$ cat src/rtl/lcd_read_engine.sv
// lcd_read_engine
// Read-side companion to the LCD write controller on the 4-bit character-LCD
// bus. Performs HD44780-style 4-bit read cycles: busy flag + address (RS=0) or
// DD/CG RAM data (RS=1). Optionally re-reads the busy flag until it clears.
// The top level gives this block the pads whenever ready_o=0.
//
// Ports:
//   clk_i        system clock (50 MHz)
//   rst_n_i      synchronous active-low reset
//   req_i        start a read (accepted only while ready_o=1)
//   req_rs_i     RS for the read, sampled at accept
//   poll_i       poll busy flag until clear (only with req_rs_i=0)
//   ready_o      idle, can accept req_i
//   rdata_o      assembled byte {upper nibble, lower nibble}
//   rvalid_o     one-cycle pulse, rdata_o/timeout_o valid
//   timeout_o    poll ended with busy still set
//   lcd_d_in_i   SF_D[11:8] from pad input buffer
//   lcd_d_oe_o   1 = FPGA may drive SF_D (never while RW=1)
//   control_o    {LCD_E, LCD_RS, LCD_RW}
//
// state     | meaning
// ----------+-------------------------------------------------------------
// S_RELEASE | bus released, one cycle before idle
// S_IDLE    | ready, writer may drive the data pads
// S_TURN    | pad driver off, turnaround before RW rises
// S_SETUP   | RS/RW setup before first E rise
// S_E_HI    | E high, nibble captured on the last cycle's edge
// S_GAP     | E low between nibbles / between polled reads
// S_HOLD    | RS/RW hold after the final E fall
// S_DONE    | decide: poll again or finish
module lcd_read_engine #(
    parameter int SETUP_CYC  = 2,
    parameter int E_HIGH_CYC = 12,
    parameter int GAP_CYC    = 50,
    parameter int HOLD_CYC   = 2,
    parameter int POLL_MAX   = 255
) (
    input  logic       clk_i,
    input  logic       rst_n_i,
    input  logic       req_i,
    input  logic       req_rs_i,
    input  logic       poll_i,
    output logic       ready_o,
    output logic [7:0] rdata_o,
    output logic       rvalid_o,
    output logic       timeout_o,
    input  logic [3:0] lcd_d_in_i,
    output logic       lcd_d_oe_o,
    output logic [2:0] control_o
);

    localparam int CW = 16;

    typedef enum logic [2:0] {
        S_RELEASE, S_IDLE, S_TURN, S_SETUP, S_E_HI, S_GAP, S_HOLD, S_DONE
    } state_t;

    state_t          state_q, state_d;
    logic [CW-1:0]   cnt_q, cnt_d;
    logic            nib_q, nib_d;
    logic            rs_q, rs_d;
    logic            poll_q, poll_d;
    logic [7:0]      att_q, att_d;
    logic [7:0]      rdata_q, rdata_d;
    logic            timeout_q, timeout_d;
    logic            cmpl_q, cmpl_d;
    logic [2:0]      ctrl_q, ctrl_d;
    logic            oe_q, oe_d;
    logic            ready_q, ready_d;
    logic            rvalid_q, rvalid_d;
    logic            rw_d;

    always_comb begin
        state_d   = state_q;
        cnt_d     = cnt_q;
        nib_d     = nib_q;
        rs_d      = rs_q;
        poll_d    = poll_q;
        att_d     = att_q;
        rdata_d   = rdata_q;
        timeout_d = timeout_q;
        cmpl_d    = cmpl_q;

        case (state_q)
            S_RELEASE: state_d = S_IDLE;
            S_IDLE: begin
                att_d  = '0;
                nib_d  = 1'b0;
                cmpl_d = 1'b0;
                if (req_i) begin
                    rs_d      = req_rs_i;
                    poll_d    = poll_i & ~req_rs_i;
                    timeout_d = 1'b0;
                    state_d   = S_TURN;
                end
            end
            S_TURN: begin
                state_d = S_SETUP;
                cnt_d   = CW'(SETUP_CYC - 1);
            end
            S_SETUP: begin
                if (cnt_q == '0) begin
                    state_d = S_E_HI;
                    cnt_d   = CW'(E_HIGH_CYC - 1);
                end else begin
                    cnt_d = cnt_q - 1'b1;
                end
            end
            S_E_HI: begin
                if (cnt_q == '0) begin
                    // Data is sampled on the same edge that drops E.
                    if (nib_q) begin
                        rdata_d = {rdata_q[7:4], lcd_d_in_i};
                        state_d = S_HOLD;
                        cnt_d   = CW'(HOLD_CYC - 1);
                    end else begin
                        rdata_d = {lcd_d_in_i, rdata_q[3:0]};
                        state_d = S_GAP;
                        cnt_d   = CW'(GAP_CYC - 1);
                    end
                end else begin
                    cnt_d = cnt_q - 1'b1;
                end
            end
            S_GAP: begin
                if (cnt_q == '0) begin
                    nib_d   = ~nib_q;
                    state_d = S_E_HI;
                    cnt_d   = CW'(E_HIGH_CYC - 1);
                end else begin
                    cnt_d = cnt_q - 1'b1;
                end
            end
            S_HOLD: begin
                if (cnt_q == '0) begin
                    att_d   = att_q + 1'b1;
                    state_d = S_DONE;
                end else begin
                    cnt_d = cnt_q - 1'b1;
                end
            end
            S_DONE: begin
                if (poll_q && rdata_q[7] && (att_q < 8'(POLL_MAX))) begin
                    // Index set to 1 so the gap's toggle starts at the upper nibble.
                    nib_d   = 1'b1;
                    state_d = S_GAP;
                    cnt_d   = CW'(GAP_CYC - 1);
                end else begin
                    timeout_d = poll_q & rdata_q[7];
                    cmpl_d    = 1'b1;
                    state_d   = S_RELEASE;
                end
            end
            default: state_d = S_RELEASE;
        endcase

        // Outputs are registered from the next state so they line up with it.
        rw_d     = (state_d == S_SETUP) || (state_d == S_E_HI) || (state_d == S_GAP) ||
                   (state_d == S_HOLD)  || (state_d == S_DONE);
        ctrl_d   = {state_d == S_E_HI, rs_d & rw_d, rw_d};
        oe_d     = (state_d == S_IDLE);
        ready_d  = (state_d == S_IDLE);
        rvalid_d = (state_q == S_RELEASE) && cmpl_q;
    end

    always_ff @(posedge clk_i) begin
        if (!rst_n_i) begin
            state_q   <= S_RELEASE;
            cnt_q     <= '0;
            nib_q     <= 1'b0;
            rs_q      <= 1'b0;
            poll_q    <= 1'b0;
            att_q     <= '0;
            rdata_q   <= '0;
            timeout_q <= 1'b0;
            cmpl_q    <= 1'b0;
            ctrl_q    <= '0;
            oe_q      <= 1'b0;
            ready_q   <= 1'b0;
            rvalid_q  <= 1'b0;
        end else begin
            state_q   <= state_d;
            cnt_q     <= cnt_d;
            nib_q     <= nib_d;
            rs_q      <= rs_d;
            poll_q    <= poll_d;
            att_q     <= att_d;
            rdata_q   <= rdata_d;
            timeout_q <= timeout_d;
            cmpl_q    <= cmpl_d;
            ctrl_q    <= ctrl_d;
            oe_q      <= oe_d;
            ready_q   <= ready_d;
            rvalid_q  <= rvalid_d;
        end
    end

    assign control_o  = ctrl_q;
    assign lcd_d_oe_o = oe_q;
    assign ready_o    = ready_q;
    assign rvalid_o   = rvalid_q;
    assign rdata_o    = rdata_q;
    assign timeout_o  = timeout_q;

endmodule

$ cat config.mk
export PLATFORM = sky130hd
export DESIGN_NAME = lcd_read_engine
export DESIGN_NICKNAME = d
export VERILOG_FILES = /design/src/rtl/lcd_read_engine.sv
export SDC_FILE = /design/constraint.sdc
export NUM_CORES = 1
export LEC_CHECK = 0
export ABC_AREA = 0
export CAP_MARGIN = 20
export CORE_MARGIN = 5
export CORE_UTILIZATION = 40
export DETAILED_ROUTE_END_ITERATION = 8
export GPL_TIMING_DRIVEN = 0
export PLACE_DENSITY = 0.59
export SYNTH_ARGS = -nofsm -noshare
export SYNTH_HDL_FRONTEND = slang
export SYNTH_SLANG_ARGS = --single-unit
$ cat constraint.sdc
create_clock -name clk_i -period 2.5 [get_ports clk_i]
set_input_delay 0.25 -clock clk_i [delete_from_list [all_inputs] [get_ports clk_i]]
set_output_delay 0.25 -clock clk_i [all_outputs]
set_load 0.05 [all_outputs]
==> results.sh <==
export IMPL_status="complete, no violations"
export IMPL_grt_busiest_layer="met1"
export IMPL_drv_cap=0
export IMPL_syn_area_per_cell_sq_um=8.388
export IMPL_timing_fmax_ghz=0.4327
export IMPL_synth_most_common_cell="dfxtp_1"
export IMPL_slowest_delay_ns=0.39
export IMPL_min_delay_path_class="reg -> reg"
export IMPL_cts_hold_buffers=0
export IMPL_tightestPinTransition_ns=0.6496
export IMPL_report_final_slew_viol_count=0
export IMPL_clk_latency_ns=0.30
export IMPL_antenna_found_initial=0
export IMPL_vias=2532
export IMPL_ys_types=59
export IMPL_gp_congestion=0.8919
export IMPL_min_path_cells=2
export IMPL_core_sq_um=6314
export IMPL_post_drt_wl_per_cell_um=17.31
export IMPL_arrival_ns=2.50
export IMPL_fin_hold_ws_ns=0.4709
export IMPL_syn_area_sq_um=2575
export IMPL_synthTopCellsByCount="dfxtp_1, nor2_1, o21ai_0, nand2_1, a21oi_1"
export IMPL_grt_pass1_wl_mm=11.90
export IMPL_maxSlewHeadroom_pct=56.38
export IMPL_finalSetupViolations=0
export IMPL_cts_sink_count=45
export IMPL_drive_above_1_share_pct=9.440
export IMPL_antenna_cells=0
export IMPL_drtPass1Iterations=5
export IMPL_clock_skew_ns=0.008103
export IMPL_min_period_over_period_pct=92.44
export IMPL_ioPinCount=24
export IMPL_root_buffer="clkbuf_8"
export IMPL_first_iter_violations=153
export IMPL_critPathLaunchType="register"
export IMPL_post_route_util_pct=48.32
export IMPL_cp_common_cell="clkbuf_1"
export IMPL_async_flop_share_pct=0
export IMPL_area_growth_pct=18.46
export IMPL_hold_viol=0
export IMPL_min_delay_start="cmpl_q"
export IMPL_syn_inst=307
export IMPL_worstPathCellList="clkbuf_1 > nor2b_2 > and3_1 > clkbuf_1 > o211ai_1 > buf_4 > o311ai_0"
export IMPL_clk_pin_slew_ns=0.09
export IMPL_critPathKind="reg -> reg"
export IMPL_start_util_pct=40.78
export IMPL_synth_area_leaders="dfxtp_1, o21ai_0, a21oi_1, mux2i_1, nor2_1"
export IMPL_rr_endpoint="cnt_q[2]"
export IMPL_yosysWarnings=0
export IMPL_rows=29
export IMPL_grt_overflow_total=0
export IMPL_layout_min_cycle_time_ns=2.311
export IMPL_antenna_left=0
export IMPL_whs_endpoint="rvalid_o"
export IMPL_path_delay_family="buffers and inverters"
export IMPL_grt_pass1_vias=2293
export IMPL_track_usage_pct=17.65
export IMPL_use_met2_pct=25.55
export IMPL_nets=349
export IMPL_synth_seq_cells=45
export IMPL_die_x_um=90.24
export IMPL_portBuffers=23
export IMPL_die_area_sq_um=8142
export IMPL_end_kind="register"
export IMPL_wl_mm=7.203
export IMPL_yosys_area_top_type="dfxtp_1"
export IMPL_synth_edf_count=0
export IMPL_yosysTopAreaCellShare_pct=34.99
export IMPL_total_leakage_power_nw=1.098
export IMPL_grt_use_met1_pct=26.06
export IMPL_cp_num_buf_inv=3
export IMPL_synth_ff_type="dfxtp_1"
export IMPL_clockBufferDepth=2
export IMPL_die_y_um=90.24
export IMPL_rr_worst_depth=7
export IMPL_cp_required_ns=2.69
export IMPL_dp_hpwl_mm=5.122
export IMPL_use_met3_pct=3.255
export IMPL_synth_nets=318
export IMPL_rr_startpoint="state_q[0]"
export IMPL_regToRegSetupSlack_ns=0.19
export IMPL_powerDensity_nw_per_um2=1337
export IMPL_cts_made_buffers=5
export IMPL_htreeDepth=2
export IMPL_grt_max_degree=15
export IMPL_cts_tree="done"
export IMPL_path_max_fanout=10
export IMPL_via_per_inst=6.087
export IMPL_yosysSeqAreaShare_pct=34.99
export IMPL_crit_slowest_cell="nor2b_2"
export IMPL_route_detailed_drc=0
export IMPL_vdd_drop_max_v=0.0006326
==> where the power goes <==
| part | total, mW | switching [mW] | internal [mW] | leakage, nW |
|---|---|---|---|---|
| logic | 2.60 | 1.69 | 0.913 | 0.679 |
| registers | 0.925 | 0.107 | 0.818 | 0.364 |
| clock network | 0.555 | 0.255 | 0.300 | 0.0554 |
==> area by class of cell <==
cell class / count / area (sq um)
timing repair buffer: 24 / 237.7
sequential: 45 / 900.9
multi-input combinational: 228 / 1564
buffer: 21 / 91.34
inverter: 13 / 48.80
fill: 640 / 3263
clock inverter: 2 / 38.79
tap: 77 / 96.34
clock buffer: 6 / 72.57
==> layer usage <==
layer | wire, um | share of wire [%]
met2 | 3093 | 43
met4 | 136 | 1.9
met5 | 0 | 0
met1 | 3657 | 51
met3 | 316 | 4.4
==> worst max path at each step <==
stage,startpoint,endpoint,cells after the start
after global placement,cnt_q[0],cnt_q[15],8
after CTS,cnt_q[0],cnt_q[15],8
after detailed placement,cnt_q[1],cnt_q[15],8
final,state_q[0],cnt_q[2],7
after global routing,state_q[0],cnt_q[2],7
after floorplan,cnt_q[0],att_q[4],8
==> sequential cells by signal (all words and copies together), names as in the netlist <==
name / flops
cnt_q: 16
att_q: 8
rdata_o: 8
control_o: 3
state_q: 3
cmpl_q: 1
nib_q: 1
poll_q: 1
ready_o: 1
rs_q: 1
rvalid_o: 1
timeout_o: 1
==> kinds of logic (layout without fill, tap and decap cells) <==
group           after synthesis  count (layout)  synth area share [%]
buf+inv                      34              66                 5.393
mux                           9               9                 3.547
simple gates                117             117                 27.50
fa+ha+maj                     2               2                0.9717
compound gates               97              97                 26.58
flops                        45              45                 34.99
xor+xnor                      3               3                 1.021
==> layout by cell type, fill, tap and decap left out, drive strengths merged, types with 3 or more instances in the layout <==
| cell type | n |
|---|---|
| a2111oi | 3 |
| a21boi | 3 |
| a21oi | 17 |
| a31oi | 7 |
| and3 | 3 |
| buf | 5 |
| clkbuf | 23 |
| clkdlybuf4s50 | 23 |
| dfxtp | 45 |
| inv | 13 |
| mux2i | 8 |
| nand2 | 18 |
| nand2b | 9 |
| nand3 | 12 |
| nand3b | 3 |
| nand4 | 4 |
| nor2 | 20 |
| nor2b | 7 |
| nor3 | 11 |
| nor4 | 6 |
| nor4b | 3 |
| o2111ai | 8 |
| o211ai | 3 |
| o21a | 3 |
| o21ai | 19 |
| o221ai | 5 |
| o31a | 3 |
| o31ai | 4 |
| or2 | 6 |
| or3 | 5 |
| or4 | 5 |
==> worst min-delay path, cell delays in order (launching register included) <==
cell and delay [ns]:
dfxtp_1 0.33, nand2_1 0.06, nor3_1 0.04
==> timing repair <==
item | CTS | global route
setup endpoints to repair | 0 | 26
resized for setup | 0 | 9
setup buffers | 0 | 1
==> through the flow <==
stage          TNS (ns)  area [sq um]  instances  setup WS [ns]  power (mW)
2_1_floorplan         0          2575        307         0.4098       2.788
3_3_place_gp          0          2902        407        0.07464       3.390
3_5_place_dp          0          2902        407        0.05707       3.395
4_1_cts               0          3013        415        0.01536       3.967
5_1_grt        -0.04554          3050        416       -0.02836       4.379
6_report              0          3050        416         0.1890       4.078
(Power assumes the default switching activity.)
